### src/rtl/atc_pkg.sv
// Shared encodings for the runway allocator: request kinds and per-runway status codes.
package atc_pkg;

    typedef logic [1:0] status_t;

    localparam logic KIND_LAND    = 1'b0;
    localparam logic KIND_TAKEOFF = 1'b1;

    localparam status_t SIG_FREE    = 2'b00;
    localparam status_t SIG_LAND    = 2'b01;
    localparam status_t SIG_TAKEOFF = 2'b10;
    localparam status_t SIG_CLOSED  = 2'b11;

    function automatic int max_int(input int a, input int b);
        return (a > b) ? a : b;
    endfunction

endpackage

### src/rtl/runway_allocator_if.sv
// Request/grant handshake between the request queue (master) and the allocator (slave).
interface runway_allocator_if #(
    parameter int NUM_RUNWAYS = 4
);
    localparam int IDX_W = $clog2(NUM_RUNWAYS);

    logic             req_valid;
    logic             req_kind;
    logic             req_ready;
    logic             grant_valid;
    logic [IDX_W-1:0] grant_runway;
    logic             grant_kind;

    modport master (
        output req_valid, req_kind,
        input  req_ready, grant_valid, grant_runway, grant_kind
    );

    modport slave (
        input  req_valid, req_kind,
        output req_ready, grant_valid, grant_runway, grant_kind
    );
endinterface

### src/rtl/runway_timer.sv
// Per-runway occupancy countdown plus status encoding; closure overrides the occupied code.
module runway_timer
    import atc_pkg::*;
#(
    parameter int CNT_W = 4
) (
    input  logic             clk,
    input  logic             rst,
    input  logic             load,
    input  logic             load_kind,
    input  logic [CNT_W-1:0] load_value,
    input  logic             close,
    output logic             busy,
    output status_t          status
);
    logic [CNT_W-1:0] cnt;
    logic             kind;

    always_ff @(posedge clk or posedge rst) begin
        if (rst) begin
            cnt  <= '0;
            kind <= KIND_LAND;
        end else if (load) begin
            cnt  <= load_value;
            kind <= load_kind;
        end else if (cnt != '0) begin
            cnt <= cnt - 1'b1;
        end
    end

    assign busy = (cnt != '0);

    always_comb begin
        status = SIG_FREE;
        if (close)
            status = SIG_CLOSED;
        else if (busy)
            status = (kind == KIND_TAKEOFF) ? SIG_TAKEOFF : SIG_LAND;
    end
endmodule

### src/rtl/runway_allocator.sv
// Round-robin runway allocator: valid/ready request intake, one-cycle grant pulse,
// per-runway occupancy timers, status codes and busy count.
module runway_allocator
    import atc_pkg::*;
#(
    parameter  int NUM_RUNWAYS    = 4,
    parameter  int LAND_CYCLES    = 12,
    parameter  int TAKEOFF_CYCLES = 8,
    localparam int IDX_W          = $clog2(NUM_RUNWAYS),
    localparam int CNT_W          = $clog2(max_int(LAND_CYCLES, TAKEOFF_CYCLES) + 1)
) (
    input  logic                     clk,
    input  logic                     rst,
    runway_allocator_if.slave        bus,
    input  logic                     emerg,
    input  logic [NUM_RUNWAYS-1:0]   runway_close,
    output logic [2*NUM_RUNWAYS-1:0] signal,
    output logic [IDX_W:0]           busy_count
);
    localparam logic [CNT_W-1:0] LAND_V    = CNT_W'(LAND_CYCLES);
    localparam logic [CNT_W-1:0] TAKEOFF_V = CNT_W'(TAKEOFF_CYCLES);
    localparam logic [IDX_W-1:0] LAST_IDX  = IDX_W'(NUM_RUNWAYS - 1);

    logic [NUM_RUNWAYS-1:0] busy;
    logic [NUM_RUNWAYS-1:0] elig;
    logic [NUM_RUNWAYS-1:0] load;
    logic [IDX_W-1:0]       ptr;
    logic [IDX_W-1:0]       sel_idx;
    logic [IDX_W-1:0]       cand;
    logic                   sel_found;
    logic                   accept;
    logic [CNT_W-1:0]       load_value;

    // Eligibility sees only registered timer state; reopening a runway is combinational.
    assign elig = ~busy & ~runway_close;

    always_comb begin
        sel_found = 1'b0;
        sel_idx   = '0;
        cand      = '0;
        for (int i = 0; i < NUM_RUNWAYS; i++) begin
            cand = IDX_W'((int'(ptr) + i) % NUM_RUNWAYS);
            if (!sel_found && elig[cand]) begin
                sel_found = 1'b1;
                sel_idx   = cand;
            end
        end
    end

    assign bus.req_ready = sel_found && !(emerg && bus.req_kind == KIND_TAKEOFF);
    assign accept        = bus.req_valid && bus.req_ready;
    assign load_value    = (bus.req_kind == KIND_TAKEOFF) ? TAKEOFF_V : LAND_V;

    always_ff @(posedge clk or posedge rst) begin
        if (rst) begin
            ptr              <= '0;
            bus.grant_valid  <= 1'b0;
            bus.grant_runway <= '0;
            bus.grant_kind   <= KIND_LAND;
        end else begin
            bus.grant_valid <= accept;
            if (accept) begin
                ptr              <= (sel_idx == LAST_IDX) ? '0 : sel_idx + 1'b1;
                bus.grant_runway <= sel_idx;
                bus.grant_kind   <= bus.req_kind;
            end
        end
    end

    for (genvar g = 0; g < NUM_RUNWAYS; g++) begin : g_rw
        assign load[g] = accept && (sel_idx == IDX_W'(g));

        runway_timer #(.CNT_W(CNT_W)) u_timer (
            .clk        (clk),
            .rst        (rst),
            .load       (load[g]),
            .load_kind  (bus.req_kind),
            .load_value (load_value),
            .close      (runway_close[g]),
            .busy       (busy[g]),
            .status     (signal[2*g +: 2])
        );
    end

    // Sum of timer flops, so it tracks signal in the same cycle.
    always_comb begin
        busy_count = '0;
        for (int i = 0; i < NUM_RUNWAYS; i++)
            busy_count = busy_count + (IDX_W+1)'(busy[i]);
    end
endmodule

### src/flat_wrapper.sv
// flat-port wrapper written by rule: the top's interface ports become plain ports
module runway_allocator_flat import atc_pkg::*;
#(
    parameter  int NUM_RUNWAYS    = 4,
    parameter  int LAND_CYCLES    = 12,
    parameter  int TAKEOFF_CYCLES = 8,
    localparam int IDX_W          = $clog2(NUM_RUNWAYS),
    localparam int CNT_W          = $clog2(max_int(LAND_CYCLES, TAKEOFF_CYCLES) + 1)
)
  (clk, rst, emerg, runway_close, signal, busy_count, bus_req_valid, bus_req_kind, bus_req_ready, bus_grant_valid, bus_grant_runway, bus_grant_kind);
  runway_allocator_if #(.NUM_RUNWAYS(NUM_RUNWAYS)) bus_i ();
  input  logic clk;
  input  logic rst;
  input  logic emerg;
  input  logic [NUM_RUNWAYS-1:0] runway_close;
  output logic [2*NUM_RUNWAYS-1:0] signal;
  output logic [IDX_W:0] busy_count;
  input wire logic [$bits(bus_i.req_valid)-1:0] bus_req_valid;
  input wire logic [$bits(bus_i.req_kind)-1:0] bus_req_kind;
  output wire logic [$bits(bus_i.req_ready)-1:0] bus_req_ready;
  output wire logic [$bits(bus_i.grant_valid)-1:0] bus_grant_valid;
  output wire logic [$bits(bus_i.grant_runway)-1:0] bus_grant_runway;
  output wire logic [$bits(bus_i.grant_kind)-1:0] bus_grant_kind;
  assign bus_i.req_valid = bus_req_valid;
  assign bus_i.req_kind = bus_req_kind;
  assign bus_req_ready = bus_i.req_ready;
  assign bus_grant_valid = bus_i.grant_valid;
  assign bus_grant_runway = bus_i.grant_runway;
  assign bus_grant_kind = bus_i.grant_kind;
  runway_allocator #(.NUM_RUNWAYS(NUM_RUNWAYS), .LAND_CYCLES(LAND_CYCLES), .TAKEOFF_CYCLES(TAKEOFF_CYCLES)) u_core (.clk(clk), .rst(rst), .bus(bus_i), .emerg(emerg), .runway_close(runway_close), .signal(signal), .busy_count(busy_count));
endmodule
### config.mk
export PLATFORM = sky130hd
export DESIGN_NAME = runway_allocator_flat
export DESIGN_NICKNAME = d
export VERILOG_FILES = /design/src/rtl/atc_pkg.sv /design/src/rtl/runway_allocator_if.sv /design/src/rtl/runway_timer.sv /design/src/rtl/runway_allocator.sv /design/src/flat_wrapper.sv
export SDC_FILE = /design/constraint.sdc
export NUM_CORES = 1
export LEC_CHECK = 0
export ABC_CLOCK_PERIOD_IN_PS = 2810
export CAP_MARGIN = 0
export CORE_ASPECT_RATIO = 1.75
export CORE_UTILIZATION = 38
export CTS_BUF_LIST = sky130_fd_sc_hd__clkbuf_2
export DETAILED_ROUTE_END_ITERATION = 8
export PLACE_DENSITY = 0.68
export REMOVE_ABC_BUFFERS = 1
export SLEW_MARGIN = 40
export SYNTH_ARGS = -nofsm -noshare
export SYNTH_HDL_FRONTEND = slang
export SYNTH_SLANG_ARGS = --single-unit
### constraint.sdc
create_clock -name clk -period 2.81 [get_ports clk]
set_input_delay 0.562 -clock clk [delete_from_list [all_inputs] [get_ports clk]]
set_output_delay 0.562 -clock clk [all_outputs]
set_load 0.02 [all_outputs]
### Yosys cells after proc, flatten, opt, wreduce, memory -nomap -nowiden

Index checks and enable logic that the tools add are counted.

* register bits: 26
* bits in latches: 0
* memory bits (writable): 0
* ROM bits: 0
* input port bits: 9
* output and inout bits: 16
* word-level logic and storage cells: 94
* memories: 0

* add/subtract/negate cells: 11
* multipliers: 0
* div/mod/pow operators: 0
* $lt $le $gt $ge: 4
* equal/unequal tests: 3
* shifts and indexed selects: 0
* muxes and demuxes: 38
* bitwise logic cells: 3
* reductions and logical operators: 23

Operators by type and width (number)
* two-way mux 2 bit: 17
* two-way mux 4 bit: 8
* nonzero test 4 bit: 4
* subtractor 4 x 1 -> 4 bit, second input constant: 4
* < comparator 2 x 3 -> 1 bit, second input constant: 4
* logical AND 1 bit: 10
* binary-select mux 1 bit (select 2 bit): 4
* two-way mux 1 bit: 8
* NOT 4 bit: 2
* nonzero test 2 bit: 4
* adder 3 x 1 -> 3 bit: 2
* adder 2 x 1 -> 2 bit, second input constant: 2
* adder 2 bit, second input constant: 2
* AND 4 bit: 1
* == test 2 bit, second input constant: 2
* logical NOT 1 bit: 4
* two-way mux 3 bit: 1
* adder 1 x 1 -> 2 bit: 1
* == test 2 x 1 -> 1 bit, second input constant: 1
* logical NOT 2 bit: 1

### Longest topological paths before layout

Gate-level depths: netlist of run 1.

* word-level depth: 19
* mapped depth: 9
* mapped depth without buffers: 9

### Modules after synthesis

Synthesis of run 1 repeated with hierarchy kept, for this count alone.

* cells, all modules: 169
* area total of the unflattened synthesis: 1670.4 um^2

By module, submodules not included
* runway_timer: times used 4, cells an instance 29, area each 291.5 um^2, seq. area each 125.1 um^2
* runway_allocator: times used 1, cells an instance 53, area each 504.2 um^2, seq. area each 150.1 um^2

### Worst setup path after synthesis of run 1

OpenSTA, ideal clock, no wires.

* path type: register to register
* start point: reg u_core.g_rw[0].u_timer.cnt[0]
* end point: reg u_core.g_rw[3].u_timer.kind
* library setup time: 125 ps
* arrival: 2333 ps
* data required time: 2685 ps
* setup slack: 351 ps
* cell stages (with the launch flop): 10
* path buffers: 0
* period minus slack after synthesis: 2459 ps
* cells stage by stage: dfrtp_1 inv_1 ha_1 nor4b_2 a211oi_1 o32ai_2 inv_1 ha_1 nand2_2 mux2_4

* elaborated cells between the ends (all ways): 29
* those cells by class: eq/ne (1); mux (16); bitwise (2); reduce/logical (10)

RTL lines
* start, declared: line runway_timer.sv:16 `logic [CNT_W-1:0] cnt;`
* start signal, assigned: line runway_timer.sv:24 `cnt <= load_value;`
* start signal, assigned: line runway_timer.sv:27 `cnt <= cnt - 1'b1;`
* nonzero test 4 bit *: line runway_timer.sv:31 `assign busy = (cnt != '0);`
* NOT 4 bit *: line runway_allocator.sv:35 `assign elig = ~busy & ~runway_close;`
* AND 4 bit *: line runway_allocator.sv:35
* binary-select mux 1 bit (select 2 bit): line runway_allocator.sv:43 `if (!sel_found && elig[cand]) begin`
* two-way mux 1 bit (not written as such): line runway_allocator.sv:43
* two-way mux 1 bit: line runway_allocator.sv:43
* logical NOT 1 bit: line runway_allocator.sv:43
* logical AND 1 bit: line runway_allocator.sv:43
* [... 2 more ...]
* logical AND 1 bit: line runway_allocator.sv:43
* two-way mux 1 bit: line runway_allocator.sv:43
* logical NOT 1 bit: line runway_allocator.sv:43
* logical AND 1 bit: line runway_allocator.sv:43
* two-way mux 2 bit *: line runway_allocator.sv:43
* net u_core.sel_idx[1]: line runway_allocator.sv:28 `logic [IDX_W-1:0] sel_idx;`
* == test 2 bit *: line runway_allocator.sv:71 `assign load[g] = accept && (sel_idx == IDX_W'(g));`
* logical AND 1 bit *: line runway_allocator.sv:71
* end signal, assigned: line runway_timer.sv:25 `kind <= load_kind;`
* end, declared: line runway_timer.sv:17 `logic kind;`

Mark *: on every way through the listed nets, which the timed path passes. The rest lies on a longest branch. The select of a mux whose other input is x is not followed.
A chain may end at the register's enable or synchronous reset.

### Worst setup path after layout of run 1

* start point: reg u_core.g_rw[1].u_timer.cnt[1]
* end point: out busy_count[1]

* word-level cells in the longest chain between the ends: 4

RTL lines
* start, declared: line runway_timer.sv:16
* start signal, assigned: line runway_timer.sv:24
* start signal, assigned: line runway_timer.sv:27
* nonzero test 4 bit: line runway_timer.sv:31
* adder 1 x 1 -> 2 bit: line runway_allocator.sv:89 `busy_count = busy_count + (IDX_W+1)'(busy[i]);`
* adder 3 x 1 -> 3 bit (2 in series): line runway_allocator.sv:89
* end, declared: line flat_wrapper.sv:17 `output logic [IDX_W:0] busy_count;`

Every way passes these cells.

==> flow_summary.json, run 1 <==
{
  "placedCellCount": 262,
  "end_kind": "primary output",
  "rsz0062_at_grt": "no",
  "path_class": "reg2out",
  "seq_area_um2": 651,
  "synth-seq-cells": 26,
  "holdCritPathClass": "in2async",
  "ctsRootBufferMaster": "clkbuf_2",
  "final-hold-violation-count": 0,
  "postLayoutCoreUtil_pct": 55.6,
  "avgSynthCellArea_um2": 10.9,
  "final_max_slew_viol_count": 0,
  "pre_cts_slack_ps": -169,
  "wire_per_inst_um": 14.8,
  "slew_headroom_pct": 73.4,
  "num-fill-cells": 358,
  "multiInputGateArea_um2": 986,
  "r2r_cells": 9,
  "coreArea_um2": 4150,
  "drive_above_1_share_pct": 37.2,
  "place_hpwl_um": 3140,
  "ys_types": 36,
  "postLayoutSetupSlackWorst_ps": 93.0,
  "worstPathMaxFanout": 3,
  "timing.rr.start": "u_core.g_rw[2].u_timer.cnt[0]$_DFFE_PP0P_",
  "worst-endpoint-required_ps": 2250,
  "finalCriticalPeriod_ps": 2720,
  "yosysWarningCount": 0,
  "status": "completed",
  "finalCritPeriodShare_pct": 96.7,
  "max_freq_ghz": 0.368,
  "grtUsageTotal_pct": 19.2,
  "grt_overflow": 0,
  "drt_wl_total_um": 3960,
  "grt_pass1_wl_um": 6610,
  "io_pins": 25,
  "reg2reg_slack_ps": 160,
  "cellPowerDensity_nw_per_um2": 1110,
  "ys_seq_area_share_pct": 39.2,
  "timing.hold.ws_ps": 530,
  "grt_max_degree": 27,
  "drc": 0,
  "insertedDiodeCount": 0,
  "drt-met1-wl_um": 1460,
  "dieArea_um2": 4650,
  "clk_pin_slew_worst_paths_ps": 240,
  "antenna_found_initial": 0,
  "power.static_leakage_nw": 1.14,
  "clockBufferDepth": 2,
  "dr_wl_met3_um": 65,
  "clk_latency_ps": 340,
  "die_h_um": 89.5,
  "cp-start-kind": "register",
  "htree_levels": 1,
  "stdcell_count": 267,
  "initial_core_util_pct": 40.0,
  "area_delta_synth_final_pct": 38.9,
  "skew_ps": 5.74,
  "final_nets": 243,
  "cts_num_sinks": 26,
  "row_count": 31,
  "gp_congestion": 0.793,
  "drt-initial-drc-count": 16,
  "finalSetupTns_ps": 0,
  "met2_wirelength_um": 2340,
  "setup_viol": 0,
  "grt_pass1_vias": 1486,
  "cts_tree": "built",
  "worstPathArrival_ps": 2150,
  "ant_nets": 0,
  "power_mw": 2.55,
  "firstDrtPassIters": 4,
  "die_w_um": 52.0,
  "cap_violations": 0,
  "syn-cell-area_um2": 1660,
  "cts_hold_buf": 0,
  "placed_cell_area_um2": 2230,
  "worst_slew_pin_slew_ps": 398,
  "numPortBuffers": 24,
  "timing.rr.end": "u_core.g_rw[1].u_timer.cnt[3]$_DFFE_PP0P_",
  "top_layer": "met4",
  "vias_per_cell": 5.31,
  "vias": 1417,
  "finalInstanceArea_um2": 2310,
  "cts_buffers": 3,
  "ir_drop_uv": 720,
  "postSynthCellCount": 153
}
-- worst max path at each step --
stage,startpoint,endpoint,cells past startpoint
after floorplan,u_core.g_rw[0].u_timer.cnt[0]$_DFFE_PP0P_,u_core.g_rw[3].u_timer.kind$_DFFE_PP0P_,9
after global placement,runway_close[2],u_core.g_rw[0].u_timer.cnt[3]$_DFFE_PP0P_,8
after detailed placement,runway_close[2],u_core.g_rw[0].u_timer.cnt[3]$_DFFE_PP0P_,8
after CTS,u_core.g_rw[0].u_timer.cnt[0]$_DFFE_PP0P_,busy_count[1],7
after global routing,u_core.g_rw[3].u_timer.cnt[0]$_DFFE_PP0P_,busy_count[1],6
final,u_core.g_rw[1].u_timer.cnt[1]$_DFFE_PP0P_,busy_count[1],7
-- state kept, by name, indices dropped and copies added, names as in the netlist --
name	cells
u_core.bus.grant_runway	2
u_core.bus.grant_valid	1
u_core.bus.grant_kind	1
u_core.ptr	2
u_core.g_rw.u_timer.cnt	16
u_core.g_rw.u_timer.kind	4
-- cells by family (layout without fill, tap and decap cells) --
| family | Yosys count | in the layout | share of synthesized area, % |
|---|---|---|---|
| buffers and inverters | 17 | 82 | 4.67 |
| adder cells (fa/ha/maj) | 15 | 15 | 11.7 |
| AND/OR/NAND/NOR | 44 | 44 | 15.9 |
| flip-flops | 26 | 26 | 39.2 |
| AO/OA/AOI/OAI | 34 | 34 | 17.6 |
| XOR/XNOR | 8 | 8 | 4.22 |
| multiplexers | 9 | 9 | 6.70 |
-- final cells by class --
type	count	share of cell area, %
Multi-Input combinational cell	110	42.7
Clock buffer	3	0.651
Timing Repair Buffer	63	22.9
Sequential cell	26	28.2
Tap cell	49	2.66
Inverter	15	2.66
Clock inverter	1	0.163
-- critical path, cell delays in order (launching register included) --
cell and delay [ps]:
dfrtp_1 460, inv_2 90, ha_4 140, nand2_4 60
ha_4 240, fa_1 360, ha_1 310, buf_4 160
-- layout by cell type (no fill, tap or decap), types with 5 or more instances in the layout --
cell type        netlist  routed
buf_4                  0      40
nand2_2                4       5
inv_1                 14      10
nor2_1                 9       8
a21o_1                 6       6
clkdlybuf4s50_1        0      17
ha_1                  14      10
dfrtp_1               26      26
nand2_1               14      12
a21oi_1                9       9
-- layer usage --
layer / global-route usage, % / vias up
li1: - / 675
met4: 10.8 / 0
met2: 35.9 / 23
met1: 20.7 / 711
met5: 0 / -
met3: 1.19 / 8
-- cells in the mapped netlist --
master | instances | area [µm²]
a211oi_1 | 1 | 7.51
a21boi_0 | 1 | 7.51
a21o_1 | 6 | 45.0
a21o_2 | 1 | 8.76
a21oi_1 | 9 | 45.0
a221o_1 | 4 | 40.0
a221oi_2 | 4 | 60.1
buf_2 | 1 | 5.00
buf_6 | 1 | 11.3
dfrtp_1 | 26 | 651
fa_1 | 1 | 20.0
ha_1 | 14 | 175
inv_1 | 14 | 52.6
inv_6 | 1 | 8.76
mux2_2 | 1 | 11.3
mux2_4 | 4 | 60.1
mux2i_1 | 4 | 40.0
nand2_1 | 14 | 52.6
nand2_2 | 4 | 25.0
nor2_1 | 9 | 33.8
nor3_1 | 4 | 20.0
nor4_1 | 1 | 6.26
nor4b_2 | 3 | 45.0
nor4b_4 | 1 | 23.8
o21ai_0 | 2 | 10.0
o21ai_1 | 1 | 5.00
o22ai_1 | 2 | 12.5
o31ai_1 | 1 | 7.51
o32ai_2 | 1 | 16.3
o41ai_4 | 1 | 27.5
or2_2 | 2 | 12.5
or3_1 | 4 | 25.0
or4b_1 | 1 | 10.0
or4b_2 | 1 | 10.0
xnor2_1 | 4 | 35.0
xor2_1 | 4 | 35.0
-- report_power, final --
| group | switching [mW] | internal [mW] | total, mW |
|---|---|---|---|
| combinational | 0.812 | 0.891 | 1.70 |
| sequential | 0.157 | 0.554 | 0.712 |
| clock | 0.108 | 0.0309 | 0.139 |
| total | 1.08 | 1.48 | 2.55 |
-- repair_timing --
action                                  in CTS  in global routing
gates resized for setup                     12                 20
setup buffers                                1                  0
endpoints found under the setup margin       4                  7
pin swaps                                    0                  3
(Power assumes the default switching activity.)
==> inputs of run 2 (changes only) <==
--- a/config.mk
+++ b/config.mk
@@ -9,7 +9,6 @@
 export CAP_MARGIN = 0
 export CORE_ASPECT_RATIO = 1.75
 export CORE_UTILIZATION = 38
-export CTS_BUF_LIST = sky130_fd_sc_hd__clkbuf_2
 export DETAILED_ROUTE_END_ITERATION = 8
 export PLACE_DENSITY = 0.68
 export REMOVE_ABC_BUFFERS = 1
==> constraint.sdc (replaced) <==
create_clock -name clk -period 2.81 [get_ports clk]
set_input_delay 0.4215 -clock clk [delete_from_list [all_inputs] [get_ports clk]]
set_output_delay 0.4215 -clock clk [all_outputs]
set_load 0.02 [all_outputs]
==> flow_summary.json, run 2 (same netlist as run 1, synthesis figures left out) <==
{
  "timing.rr.start": "u_core.g_rw[2].u_timer.cnt[0]$_DFFE_PP0P_",
  "die_w_um": 52.0,
  "antenna_found_initial": 0,
  "final-hold-violation-count": 0,
  "ir_drop_uv": 700,
  "finalCriticalPeriod_ps": 2670,
  "worst_slew_pin_slew_ps": 596,
  "insertedDiodeCount": 0,
  "drive_above_1_share_pct": 25.1,
  "largest_reg_flops": 16,
  "multiInputGateArea_um2": 947,
  "firstDrtPassIters": 4,
  "htree_levels": 1,
  "p_int_mw": 1.49,
  "vias": 1325,
  "dieArea_um2": 4650,
  "largest_register": "u_core.g_rw.u_timer.cnt",
  "path_class": "reg2reg",
  "grt_pass1_wl_um": 6200,
  "finalInstanceArea_um2": 2180,
  "num-fill-cells": 377,
  "cap_violations": 0,
  "row_count": 31,
  "gp_congestion": 0.774,
  "wire_per_inst_um": 15.0,
  "cts_num_sinks": 26,
  "layout_common_cells": "dfrtp_1 (26), clkdlybuf4s50_1 (20), buf_4 (20)",
  "seq_area_um2": 651,
  "timing.hold.ws_ps": 503,
  "grt_overflow": 0,
  "end_kind": "register",
  "die_h_um": 89.5,
  "place_hpwl_um": 2900,
  "cts_hold_buf": 0,
  "final_max_slew_viol_count": 0,
  "worstPathArrival_ps": 2840,
  "drt-initial-drc-count": 18,
  "area_delta_synth_final_pct": 31.0,
  "setup_viol": 0,
  "clk_latency_ps": 280,
  "initial_core_util_pct": 40.0,
  "vias_per_cell": 5.34,
  "ctsRootBufferMaster": "clkbuf_8",
  "numPortBuffers": 24,
  "p_seq_share_pct": 29.6,
  "reg.largest.list": "u_core.g_rw.u_timer.cnt x16, u_core.g_rw.u_timer.kind x4",
  "rsz0062_at_grt": "no",
  "grt_pass1_vias": 1388,
  "power.static_leakage_nw": 1.06,
  "clk_pin_slew_worst_paths_ps": 100,
  "placed_cell_area_um2": 2100,
  "combPwrFrac_pct": 57.8,
  "cp-start-kind": "register",
  "clockBufferDepth": 2,
  "skew_ps": 5.45,
  "max_freq_ghz": 0.374,
  "placedCellCount": 244,
  "p_sw_mw": 1.04,
  "reg2reg_slack_ps": 140,
  "switching_share_pct": 41.1,
  "cellPowerDensity_nw_per_um2": 1160,
  "slew_headroom_pct": 60.1,
  "p_clk_share_pct": 12.6,
  "final_common_cell": "dfrtp_1",
  "holdCritPathClass": "in2async",
  "drc": 0,
  "cts_tree": "built",
  "cts_buffers": 3,
  "final_nets": 224,
  "worst-endpoint-required_ps": 2980,
  "worstPathMaxFanout": 4,
  "io_pins": 25,
  "power_mw": 2.52,
  "coreArea_um2": 4150,
  "grtUsageTotal_pct": 18.0,
  "grt_max_degree": 27,
  "stdcell_count": 248,
  "timing.rr.end": "u_core.g_rw[0].u_timer.cnt[3]$_DFFE_PP0P_",
  "r2r_cells": 10,
  "ant_nets": 0,
  "status": "completed",
  "finalCritPeriodShare_pct": 95.1,
  "drt_wl_total_um": 3710
}
-- run 2: cell types whose count changed in the layout (fill, tap and decap cells not counted), moves of 4 or more --
cell,change
ha_1,+4
inv_1,+4
buf_4,-20
inv_2,-4
-- run 2: how the worst max path moves through the flow --
stage | from | to | slack, ps | cells past startpoint
2_1_floorplan | u_core.g_rw[0].u_timer.cnt[0]$_DFFE_PP0P_ | u_core.g_rw[3].u_timer.kind$_DFFE_PP0P_ | 350 | 9
3_3_place_gp | runway_close[2] | u_core.g_rw[0].u_timer.cnt[3]$_DFFE_PP0P_ | 60 | 8
3_5_place_dp | runway_close[3] | u_core.g_rw[0].u_timer.cnt[3]$_DFFE_PP0P_ | -3 | 8
4_1_cts | u_core.g_rw[1].u_timer.cnt[0]$_DFFE_PP0P_ | busy_count[1] | 20 | 7
5_1_grt | u_core.g_rw[2].u_timer.cnt[0]$_DFFE_PP0P_ | u_core.g_rw[0].u_timer.cnt[3]$_DFFE_PP0P_ | 5 | 10
6_report | u_core.g_rw[2].u_timer.cnt[0]$_DFFE_PP0P_ | u_core.g_rw[0].u_timer.cnt[3]$_DFFE_PP0P_ | 140 | 10
-- run 2: what timing repair did --
action | 4_1_cts | 5_1_grt
gates cloned | 0 | 0
setup buffers | 0 | 0
endpoints found under the hold margin | 0 | 0
pin swaps | 0 | 0
resized for setup | 3 | 5
endpoints found under the setup margin | 3 | 4
-- run 2: power by group through the flow --
| stage | clock (mW) | sequential, mW | combinational (mW) |
|---|---|---|---|
| global placement | 0 | 0.734 | 1.46 |
| CTS | 0.324 | 0.741 | 1.48 |
| finish | 0.317 | 0.747 | 1.46 |
| floorplan | 0 | 0.731 | 0.983 |
| detailed placement | 0 | 0.745 | 1.52 |
| global route | 0.334 | 0.781 | 1.62 |
-- run 2: final cells by class --
class                   count  share of cell area (%)
well taps                  49                    2.82
multi-input cells         110                    43.5
inverters                  15                    2.82
repair buffers             44                    17.7
flip-flops and latches     26                    29.9
clock buffers               3                    1.90
clock inverters             1                    1.38
-- run 2: stage by stage --
stage | setup WS [ps] | TNS (ps) | util [%]
finish | 137 | 0 | 52.5
global route | 4.67 | 0 | 52.5
CTS | 19.6 | 0 | 52.2
detailed placement | -3.16 | -3.16 | 50.5
global placement | 58.0 | 0 | 50.5
floorplan | 350 | 0 | -
-- run 2: routing by layer --
metal	GRT usage, %	up-vias	share of wire [%]
met1	19.9	659	39
met2	33.9	22	57
met4	6.39	0	1.4
met5	0	-	0
met3	2.04	6	2.4
li1	-	638	-
-- run 2: worst max-delay path, cell delays in order, from the launching register on --
cell and delay, ps:
dfrtp_1 420, inv_1 90, ha_1 230, or4b_1 510, buf_4 170, nor2_1 150
o32ai_2 120, buf_4 170, ha_1 230, buf_4 160, a221o_1 300
==> inputs of run 3 (changes only) <==
--- a/config.mk
+++ b/config.mk
@@ -12,6 +12,7 @@
 export DETAILED_ROUTE_END_ITERATION = 8
 export PLACE_DENSITY = 0.68
 export REMOVE_ABC_BUFFERS = 1
+export SKIP_LAST_GASP = 1
 export SLEW_MARGIN = 40
 export SYNTH_ARGS = -nofsm -noshare
 export SYNTH_HDL_FRONTEND = slang
==> results of run 3 <==
Same layout as run 2: the final DEF is identical, and so are final timing and power.
